<file path="config.mk">
export PLATFORM = sky130hd
export DESIGN_NAME = cassette_rec_flat
export DESIGN_NICKNAME = d
export VERILOG_FILES = /design/src/rtl/cassette_pkg.sv /design/src/rtl/cassette_rec_if.sv /design/src/rtl/cas_period_meas.sv /design/src/rtl/cassette_rec.sv /design/src/flat_wrapper.sv
export SDC_FILE = /design/constraint.sdc
export NUM_CORES = 1
export LEC_CHECK = 0
export ABC_AREA = 1
export BUFFER_PORTS_ARGS = -buffer_cell sky130_fd_sc_hd__clkbuf_2
export CAP_MARGIN = 20
export CORE_MARGIN = 4
export CORE_UTILIZATION = 50
export CTS_CLUSTER_SIZE = 28
export DETAILED_ROUTE_END_ITERATION = 8
export PLACE_DENSITY = 0.7
export SLEW_MARGIN = 20
export SYNTH_ARGS = -nofsm -noshare
export SYNTH_HDL_FRONTEND = slang
export SYNTH_SLANG_ARGS = --single-unit
</file>
<file path="constraint.sdc">
create_clock -name clk -period 2.47 [get_ports clk]
set_input_delay 0.3705 -clock clk [delete_from_list [all_inputs] [get_ports clk]]
set_output_delay 0.3705 -clock clk [all_outputs]
set_load 0.01 [all_outputs]
</file>
<file path="src/rtl/cassette_pkg.sv">
// Shared constants and state encoding for the cassette recorder and the player status decoder.
package cassette_pkg;

  localparam int unsigned ADDR_W = 25;
  localparam int unsigned DATA_W = 8;
  localparam int unsigned PER_W  = 12;
  localparam int unsigned LEAD_W = 8;
  localparam int unsigned BIT_W  = 3;
  localparam int unsigned ST_W   = 3;

  localparam logic [PER_W-1:0]  SHORT_MAX  = 12'd24;
  localparam logic [LEAD_W-1:0] LEADER_MIN = 8'd64;
  localparam logic [PER_W-1:0]  TIMEOUT    = 12'd2000;

  typedef enum logic [ST_W-1:0] {
    ST_IDLE  = 3'd0,
    ST_HUNT  = 3'd1,
    ST_SYNC  = 3'd2,
    ST_BITS  = 3'd3,
    ST_STORE = 3'd4
  } state_t;

  // Majority vote over three samples.
  function automatic logic maj3(input logic [2:0] v);
    return (v[0] & v[1]) | (v[0] & v[2]) | (v[1] & v[2]);
  endfunction

endpackage

</file>
<file path="src/rtl/cassette_rec_if.sv">
// SDRAM byte-write channel between the cassette recorder (master) and the memory controller (slave).
interface cassette_rec_if;
  import cassette_pkg::*;

  logic [ADDR_W-1:0] sdram_addr;
  logic [DATA_W-1:0] sdram_wdata;
  logic              sdram_wr;
  logic              sdram_ack;

  modport master (output sdram_addr, sdram_wdata, sdram_wr, input sdram_ack);
  modport slave  (input sdram_addr, sdram_wdata, sdram_wr, output sdram_ack);
endinterface

</file>
<file path="src/rtl/cas_period_meas.sv">
// Cassette input conditioning and period measurement at tick rate.
// CASSETTE_REC_FILTER_EN adds a 3-sample majority filter ahead of edge detection.
module cas_period_meas
  import cassette_pkg::*;
(
  input  logic clk,
  input  logic reset,
  input  logic tick,
  input  logic clr,
  input  logic cas_in,
  output logic bit_valid_c,
  output logic bit_val_c,
  output logic timeout_c
);

  logic             cas_m;
  logic             cas_s;
  logic             cas_f;
  logic             cas_prev;
  logic             armed;
  logic [PER_W-1:0] cnt;
  logic [PER_W-1:0] period_c;
  logic             edge_c;

`ifdef CASSETTE_REC_FILTER_EN
  logic [2:0] hist;
  logic       filt;

  // Tick-rate majority vote; single-tick glitches never reach the edge detector.
  always_ff @(posedge clk or posedge reset) begin
    if (reset) begin
      hist <= '0;
      filt <= 1'b0;
    end else if (tick) begin
      hist <= {hist[1:0], cas_s};
      filt <= maj3(hist);
    end
  end

  assign cas_f = filt;
`else
  assign cas_f = cas_s;
`endif

  assign edge_c      = tick && cas_f && !cas_prev;
  assign period_c    = (cnt == {PER_W{1'b1}}) ? cnt : cnt + PER_W'(1);
  // The first edge after a clear only arms the counter; it has no period.
  assign bit_valid_c = edge_c && armed;
  assign bit_val_c   = (period_c <= SHORT_MAX);
  assign timeout_c   = armed && (period_c >= TIMEOUT);

  always_ff @(posedge clk or posedge reset) begin
    if (reset) begin
      cas_m    <= 1'b0;
      cas_s    <= 1'b0;
      cas_prev <= 1'b0;
      cnt      <= '0;
      armed    <= 1'b0;
    end else begin
      cas_m <= cas_in;
      cas_s <= cas_m;
      if (tick) cas_prev <= cas_f;
      if (clr) begin
        cnt   <= '0;
        armed <= 1'b0;
      end else if (tick) begin
        if (edge_c) begin
          cnt   <= '0;
          armed <= 1'b1;
        end else begin
          cnt <= period_c;
        end
      end
    end
  end

endmodule

</file>
<file path="src/rtl/cassette_rec.sv">
// Cassette recorder: decodes the machine's pulse-width bit stream into bytes written to SDRAM.
// Optional input majority filter selected by CASSETTE_REC_FILTER_EN.
module cassette_rec
  import cassette_pkg::*;
(
  input  logic                  clk,
  input  logic                  reset,
  input  logic                  Q,
  input  logic                  record,
  input  logic                  rewind,
  input  logic                  cas_in,
  cassette_rec_if.master        sdram,
  output logic                  overflow,
  output logic [ST_W-1:0]       status
);

  state_t              state, state_n;
  logic [LEAD_W-1:0]   lead_q, lead_n, lead_inc;
  logic [BIT_W-1:0]    bit_q, bit_n;
  logic [DATA_W-1:0]   sh_q, sh_n;
  logic [ADDR_W-1:0]   addr_q, addr_n;
  logic [DATA_W-1:0]   wdata_q, wdata_n;
  logic                wr_q, wr_n;
  logic                ovf_q, ovf_n;
  logic                q_d;
  logic                rec_q, rec_n;
  logic                rew_q, rew_n;

  logic tick_c;
  logic clr_c;
  logic bit_valid_c;
  logic bit_val_c;
  logic timeout_c;

  assign tick_c = Q && !q_d;
  // Period measurement restarts (unarmed) whenever the hunt for a leader begins.
  assign clr_c  = (state == ST_IDLE) || (state_n == ST_HUNT && state != ST_HUNT);

  cas_period_meas u_meas (
    .clk         (clk),
    .reset       (reset),
    .tick        (tick_c),
    .clr         (clr_c),
    .cas_in      (cas_in),
    .bit_valid_c (bit_valid_c),
    .bit_val_c   (bit_val_c),
    .timeout_c   (timeout_c)
  );

  always_ff @(posedge clk or posedge reset) begin
    if (reset) begin
      state   <= ST_IDLE;
      lead_q  <= '0;
      bit_q   <= '0;
      sh_q    <= '0;
      addr_q  <= '0;
      wdata_q <= '0;
      wr_q    <= 1'b0;
      ovf_q   <= 1'b0;
      q_d     <= 1'b0;
      rec_q   <= 1'b0;
      rew_q   <= 1'b0;
    end else begin
      state   <= state_n;
      lead_q  <= lead_n;
      bit_q   <= bit_n;
      sh_q    <= sh_n;
      addr_q  <= addr_n;
      wdata_q <= wdata_n;
      wr_q    <= wr_n;
      ovf_q   <= ovf_n;
      q_d     <= Q;
      rec_q   <= rec_n;
      rew_q   <= rew_n;
    end
  end

  always_comb begin
    state_n  = state;
    lead_n   = lead_q;
    bit_n    = bit_q;
    sh_n     = sh_q;
    addr_n   = addr_q;
    wdata_n  = wdata_q;
    wr_n     = wr_q;
    ovf_n    = ovf_q;
    rec_n    = rec_q;
    rew_n    = rew_q;
    lead_inc = (lead_q == {LEAD_W{1'b1}}) ? lead_q : lead_q + LEAD_W'(1);

    if (tick_c) begin
      rec_n = record;
      rew_n = rewind;
    end

    // Write handshake runs every clk, independent of ticks.
    if (wr_q && sdram.sdram_ack) begin
      addr_n = addr_q + ADDR_W'(1);
      wr_n   = 1'b0;
    end

    if (tick_c && (rewind != rew_q)) begin
      state_n = ST_IDLE;
      addr_n  = '0;
      ovf_n   = 1'b0;
      wr_n    = 1'b0;
      lead_n  = '0;
      bit_n   = '0;
    end else if (tick_c && !record && rec_q) begin
      state_n = ST_IDLE;
      lead_n  = '0;
      bit_n   = '0;
    end else if (tick_c) begin
      case (state)
        ST_IDLE: begin
          if (record && !rec_q) begin
            state_n = ST_HUNT;
            lead_n  = '0;
          end
        end
        ST_HUNT: begin
          if (bit_valid_c) begin
            if (bit_val_c) begin
              lead_n = lead_inc;
              if (lead_inc >= LEADER_MIN) state_n = ST_SYNC;
            end else begin
              lead_n = '0;
            end
          end
        end
        ST_SYNC: begin
          if (timeout_c) begin
            state_n = ST_HUNT;
            lead_n  = '0;
          end else if (bit_valid_c && !bit_val_c) begin
            state_n = ST_BITS;
            bit_n   = '0;
          end
        end
        ST_BITS: begin
          if (timeout_c) begin
            state_n = ST_HUNT;
            lead_n  = '0;
            bit_n   = '0;
          end else if (bit_valid_c) begin
            sh_n  = {sh_q[DATA_W-2:0], bit_val_c};
            bit_n = bit_q + BIT_W'(1);
            if (bit_q == BIT_W'(7)) state_n = ST_STORE;
          end
        end
        ST_STORE: begin
          // A write still outstanding means there is nowhere to put this byte.
          if (wr_q && !sdram.sdram_ack) begin
            ovf_n = 1'b1;
          end else begin
            wdata_n = sh_q;
            wr_n    = 1'b1;
          end
          state_n = ST_SYNC;
        end
        default: state_n = ST_IDLE;
      endcase
    end
  end

  assign sdram.sdram_addr  = addr_q;
  assign sdram.sdram_wdata = wdata_q;
  assign sdram.sdram_wr    = wr_q;
  assign overflow          = ovf_q;
  assign status            = ST_W'(state);

endmodule

</file>
<file path="src/flat_wrapper.sv">
// flat-port wrapper written by rule: the top's interface ports become plain ports
module cassette_rec_flat import cassette_pkg::*;
  (clk, reset, Q, record, rewind, cas_in, overflow, status, sdram_sdram_addr, sdram_sdram_wdata, sdram_sdram_wr, sdram_sdram_ack);
  cassette_rec_if sdram_i ();
  input  logic clk;
  input  logic reset;
  input  logic Q;
  input  logic record;
  input  logic rewind;
  input  logic cas_in;
  output logic overflow;
  output logic [ST_W-1:0] status;
  output wire logic [$bits(sdram_i.sdram_addr)-1:0] sdram_sdram_addr;
  output wire logic [$bits(sdram_i.sdram_wdata)-1:0] sdram_sdram_wdata;
  output wire logic [$bits(sdram_i.sdram_wr)-1:0] sdram_sdram_wr;
  input wire logic [$bits(sdram_i.sdram_ack)-1:0] sdram_sdram_ack;
  assign sdram_sdram_addr = sdram_i.sdram_addr;
  assign sdram_sdram_wdata = sdram_i.sdram_wdata;
  assign sdram_sdram_wr = sdram_i.sdram_wr;
  assign sdram_i.sdram_ack = sdram_sdram_ack;
  cassette_rec u_core (.clk(clk), .reset(reset), .Q(Q), .record(record), .rewind(rewind), .cas_in(cas_in), .sdram(sdram_i), .overflow(overflow), .status(status));
endmodule
</file>
==> results.md, run 1 <==
- Status: finished with violations
- Failing checks: negative setup slack
- Max clock buf depth: 2
- Hold_ws: 73.8 ps
- Syn avg cell area: 7.72 sq um
- Worst r2r dst: u_core.u_meas.cnt[9]
- Flops & latches, synth: 76
- Die ar.: 9970 sq um
- DRC viols: 0
- Yosys cell types: 41
- Post-route antenna net violation count: 0
- Achievable frequency: about 400 MHz
- Drt pass-1 iters: 5
- DR vias/cell: 5.30
- FF-to-FF path depth: 19
- CTS root buffer: clkbuf_8
- Combinational share of power: 20.7%
- Boundary pin count: 45
- Pin count of the biggest net entering global routing: 77
- Synth area leaders: dfrtp_1 45%, nand2_1 11%, inv_1 6.8%
- R2R Setup Slk: -10 ps
- Placeable Area: 8220 sq um
- Synth warn: 0
- Internal power: 2.07 mW
- Hold Crit Class: input port to asynchronous set/reset pin
- Starting Density: 51.4%
- # Max-Cap Violations: 0
- CP Data Required Time: between 2000 and 3000 ps
- Total grt overflow: 0
- RSZ-0062 raised after global routing: yes
- CTS tree: yes
- Die width: 99.9 um
- Synth Net Count: between 500 and 600
- Final wirelength: roughly 10000 um
- Fill count: roughly 730
- Crit Path Class: flip-flop to flip-flop
- Static Leak: roughly 2.6 nW
- Clock network power share: between 30% and 40%
- Inserted Diodes: 0
- GR Util All Layers: 20.1%
- CP Launch Type: flip-flop
- Number of global-route vias before repair: 3692
- Crit Path Max Fanout: 6
- Htree depth: 3
- P per Cell Area: 577 nW/um^2
- Gpl congestion: 0.896
- Worst-path clk slew: approximately 80 ps
- Setup crit end kind: flip-flop
- Min cycle time layout: 2480 ps
- Commonest non-fill, non-tap cell in the layout: nand2_1
- DR WL/cell: 13.8 um
- Top FF cell, synth: dfrtp_1
- Post-Syn Area: roughly 4200 sq um
- Share of power burned in registers: 47.1%
- DRT iter0 DRCs: about 220
- Register area share after synthesis: 45.1%
- Worst-Margin Slew: 735 ps
- Synth top area share: 45.1%
- Hold Vio Cnt, Final: 0
- I/O Buffers: 44
- Final setup viols: 7
- Hpwl dp: slightly below 7000 um
- Worst skew pair latency: ~340 ps
- Gate count of the mapped netlist: 547
- Final #Nets: 634
- Worst Setup SP: u_core.u_meas.cnt[1]
- Fin worst setup slack: -12.1 ps
- EDFF count, synth: 0
- Arrival @ worst endpoint: roughly 2700 ps
- Most frequent cells in the layout: 112 x nand2_1, 75 x inv_1, 73 x dfrtp_1
- Post-CTS Hold Buffers: 0
- Layout cells sized above 1: 26.8%
- P_sw: 0.917 mW
- Row cnt: 33
- VDD IR max: roughly 360 uV
- Placement Setup Slack: -68.6 ps
- Die height: 99.9 um
- Area delta synth->final: 22.7%
- Final worst-path cycle share: 100%
- Initial antenna violation count: 0
- First-pass GRT wire length: ~16000 um
- Reg2reg start: u_core.u_meas.cnt[1]
- Switch share: 30.7%
- Fin Clk Skew: 11.1 ps
- CTS Sinks: 76
- Slew HR: 51.0%
- Final Max Tran Viols: 0
- Cts bufs inserted: 9
- Dominant cell type by area after synthesis: dfrtp_1
- Async set or reset register ratio after synthesis: between 90% and 100%
- DR vias: 3877
-- synth_stat cells (5+ instances only) --
cell and count:
nand2_1 127, inv_1 77, dfrtp_1 76, nor2_1 50
nand3_1 34, o21ai_0 34, nand4_1 28, a21oi_1 26
nor3_1 14, nor2_2 7, nand2_2 6, clkbuf_1 5
ha_1 5, inv_2 5, nor2_4 5, o21ai_1 5
xor2_1 5
-- cell families (layout without fill, tap and decap cells) --
kind of cell,count (synthesis),in the layout,synth area share (%)
fa+ha+maj,5,5,1.48
flops,76,76,45.1
simple gates,283,286,31.7
buf+inv,95,171,9.25
mux,1,1,0.267
xor+xnor,8,8,1.66
compound gates,79,79,10.6
-- sequential cells by signal, indices dropped and copies added (netlist names), 3 cells and up --
signal                    count
u_core.sdram.sdram_wdata      8
u_core.lead_q                 8
u_core.sh_q                   8
u_core.bit_q                  3
u_core.u_meas.cnt            12
u_core.sdram.sdram_addr      25
u_core.status                 3
-- repair_timing --
item                                    CTS  global route
resized for setup                         4            56
gates cloned                              0             3
endpoints found under the setup margin   14            27
pin swaps                                 3            23
hold endpoints to repair                  0             0
setup buffers                             3             9
-- power by group through the flow --
stage	clock (mW)	combinational, mW	sequential (mW)
finish	0.965	0.618	1.41
detailed placement	0	0.496	1.43
CTS	0.982	0.506	1.40
floorplan	0	0.350	1.43
global placement	0	0.478	1.42
global route	1.04	0.686	1.42
-- how the worst max path moves through the flow --
| stage | depth (start not counted) | slack [ps] | endpoint |
|---|---|---|---|
| floorplan | 1 | 160 | u_core.bit_q[0] |
| global placement | 18 | 7 | u_core.u_meas.cnt[10] |
| detailed placement | 18 | -70 | u_core.u_meas.cnt[1] |
| CTS | 18 | 4 | u_core.u_meas.cnt[1] |
| global route | 21 | -190 | u_core.u_meas.cnt[1] |
| finish | 19 | -10 | u_core.u_meas.cnt[9] |
-- through the flow --
stage	instance area, sq um	utilization [%]	std cells	setup TNS (ps)	power [mW]
after CTS	4870	59.3	719	0	2.89
after floorplan	4220	-	547	0	1.78
final	5180	63.0	731	-46.3	2.99
after detailed placement	4630	56.4	701	-596	1.92
after global routing	5180	63.0	731	-2230	3.14
after global placement	4630	56.4	701	0	1.90
-- worst max-delay path, stage by stage (launching register included) --
cell and delay [ps]:
dfrtp_1 400, ha_4 180, nand2_4 60, nor2_4 160, nand3_4 130, nand2_2 130, nand2_1 90, nor2_2 80
nand3_1 90, nand2_2 120, nand2_4 80, nand2_2 60, nand3_2 60, nand2_2 90, nand2_2 70, a21oi_4 170
buf_12 150, nand2_4 70, nand4_1 100, nand2_1 60
-- layer usage --
layer / wire length, um / part of all wire (%) / global-route usage (%)
met5: 0 / 0 / 0
met4: 201 / 2.0 / 7.77
met3: 534 / 5.3 / 4.38
met2: 4970 / 49 / 32.7
met1: 4380 / 43 / 26.3
-- final cells by class --
type | count | area [sq um] | area share, %
Sequential cell | 76 | 1910 | 36.8
Clock inverter | 4 | 48.8 | 0.942
Multi-Input combinational cell | 379 | 2160 | 41.7
Timing Repair Buffer | 73 | 467 | 9.01
Tap cell | 105 | 131 | 2.54
Clock buffer | 11 | 151 | 2.92
Inverter | 83 | 317 | 6.11
Note: power is estimated with default switching activity, not from simulation.
==> run 2: changes to the inputs <==
--- a/config.mk
+++ b/config.mk
@@ -6,7 +6,7 @@
 export NUM_CORES = 1
 export LEC_CHECK = 0
 export ABC_AREA = 1
-export BUFFER_PORTS_ARGS = -buffer_cell sky130_fd_sc_hd__clkbuf_2
+export BUFFER_PORTS_ARGS = -buffer_cell sky130_fd_sc_hd__buf_4
 export CAP_MARGIN = 20
 export CORE_MARGIN = 4
 export CORE_UTILIZATION = 50
==> results.md, run 2 (synthesis results as in run 1) <==
- Status: finished with violations
- Failing checks: negative setup slack
- GR Util All Layers: 20.6% (+0.48 points)
- Starting Density: 51.4% (unchanged)
- Placeable Area: 8220 sq um (unchanged)
- Die ar.: 9970 sq um (unchanged)
- Hold Crit Class: input port to asynchronous set/reset pin
- R2R Setup Slk: -60 ps (-50 ps)
- Crit Path Max Fanout: 6 (unchanged)
- Htree depth: 3 (unchanged)
- Drt pass-1 iters: 7 (+2)
- CTS Sinks: 76 (unchanged)
- CTS root buffer: clkbuf_8
- Static Leak: 2.69 nW (+3.5%)
- Arrival @ worst endpoint: 2770 ps (+60 ps)
- DP Area: 4760 sq um (+2.7%)
- Fill count: 710 (-2.3%)
- Final wirelength: 10500 um (+4.5%)
- Commonest non-fill, non-tap cell in the layout: nand2_1
- VDD IR max: 318 uV (-11%)
- I/O Buffers: 44 (unchanged)
- Cts bufs inserted: 9 (unchanged)
- Final Util: 65.9% (+2.8 points)
- Worst-path clk slew: 90 ps (about the same)
- DP Cell Count: 703 (+0.29%)
- Final std cell area, no fill: 5410 sq um (+4.5%)
- Boundary pin count: 45 (unchanged)
- P per Cell Area: 578 nW/um^2 (+0.15%)
- Area delta synth->final: 28.3%
- Worst-Margin Slew: 707 ps (-27.4 ps)
- Layout cells sized above 1: 28.1% (+1.3 points)
- Fin Clk Skew: 11.3 ps (+0.229 ps)
- Total grt overflow: 0 (unchanged)
- Final setup viols: 11 (+4)
- Fin worst setup slack: -64.0 ps (-51.9 ps)
- Final Total Pwr: 3.13 mW (+4.7%)
- Final #Nets: 644 (+1.6%)
- Post-route antenna net violation count: 0 (unchanged)
- Final worst-path cycle share: 103% (+2.1 points)
- DRT iter0 DRCs: 195 (-10%)
- DR vias/cell: 5.41 (+1.9%)
- Most frequent cells in the layout: 113 x nand2_1, 81 x buf_4, 75 x inv_1
- Crit Path Class: flip-flop to flip-flop
- Max reg flops: 25 (unchanged)
- Achievable frequency: 395 MHz (-2.0%)
- RSZ-0062 raised after global routing: yes
- Setup crit end kind: flip-flop
- Inserted Diodes: 0 (unchanged)
- Hpwl dp: 7010 um (+1.6%)
- Final Max Tran Viols: 0 (unchanged)
- Hold Vio Cnt, Final: 0 (unchanged)
- Row cnt: 33 (unchanged)
- Gpl congestion: 0.878 (-2.0%)
- First-pass GRT wire length: 16900 um (+2.2%)
- Slew HR: 52.8% (+1.8 points)
- Min cycle time layout: 2530 ps (+51.9 ps)
- Worst skew pair latency: 350 ps (about the same)
- Post-CTS Hold Buffers: 0 (unchanged)
- DR WL/cell: 14.2 um (+2.9%)
- Initial antenna violation count: 0 (unchanged)
- Max clock buf depth: 2 (unchanged)
- Finished Layout Cells: 742 (+1.5%)
- Number of global-route vias before repair: 3753 (+1.7%)
- DRC viols: 0 (unchanged)
- CP Launch Type: flip-flop
- Setup_tns: -234 ps (-188 ps)
- CTS tree: yes
- Die width: 99.9 um (unchanged)
- Pin count of the biggest net entering global routing: 37 (-52%)
- DR vias: 4011 (+3.5%)
- # Max-Cap Violations: 0 (unchanged)
- CP Data Required Time: 2710 ps (about the same)
- Die height: 99.9 um (unchanged)
==> run 2: cell types whose count changed in the layout (fill, tap and decap cells not counted), sizes merged <==
cell and change:
buf +54, bufinv +1, inv +1, clkinv +1, clkbuf -46
==> run 2: critical path, cell delays in order, from the launching register on <==
cell and delay (ps):
dfrtp_1 420, ha_4 190, nand2_4 70, nor2_4 50, buf_4 130, buf_4 140, xnor2_2 150, nand3_1 100
nand3_1 90, nand2_2 130, nand2_4 80, nand2_2 60, nand3_2 60, nand2_2 90, nand2_2 60, a21oi_4 170
buf_12 160, nand2_4 80, nand4_1 100, nand2_1 80
==> run 2: worst paths after layout <==
| check | cells past startpoint | endpoint | from |
|---|---|---|---|
| worst max-delay path | 19 | u_core.u_meas.cnt[6] | u_core.u_meas.cnt[1] |
| worst min register to register | 0 | u_core.u_meas.cas_f | u_core.u_meas.cas_m |
| worst min-delay path | 2 | u_core.sdram.sdram_addr[14] | reset |
| min in group clk | 1 | u_core.u_meas.cas_m | cas_in |
| worst max register to register | 19 | u_core.u_meas.cnt[6] | u_core.u_meas.cnt[1] |
| max in group asynchronous | 3 | u_core.u_meas.cnt[4] | reset |
==> run 2: metal layers <==
layer  track usage (%)  wire length, um
met5                 0                0
met2              33.1             5200
met4              9.35              212
met3              3.89              543
met1              27.1             4580
==> run 2: where the power goes <==
group	leakage (nW)	internal, mW	total [mW]	switching, mW
clock	0.114	0.576	1.07	0.490
combinational	1.55	0.255	0.655	0.400
sequential	1.03	1.33	1.41	0.0779
total	2.69	2.16	3.13	0.969
==> run 2: metrics by stage <==
step | hold slack (ps) | setup WS (ps)
2_1_floorplan | 331 | 161
3_3_place_gp | 336 | 24.2
3_5_place_dp | 361 | -31.6
4_1_cts | 93.6 | 8.38
5_1_grt | 109 | -236
6_report | 78.0 | -64.0
==> run 2: timing repair <==
item                       in CTS  in global routing
gates cloned                    0                  3
hold endpoints to repair        0                  0
setup endpoints to repair      14                 28
resized for setup               4                 55
pin swaps                       3                 32
buffers inserted                3                 17
==> run 2: area by class of cell <==
type / count / area (sq um) / share of cell area, %
inverters: 83 / 314 / 5.80
clock inverters: 7 / 100 / 1.85
multi-input cells: 379 / 2190 / 40.5
clock buffers: 9 / 124 / 2.29
repair buffers: 83 / 648 / 12.0
well taps: 105 / 131 / 2.43
flip-flops and latches: 76 / 1900 / 35.2
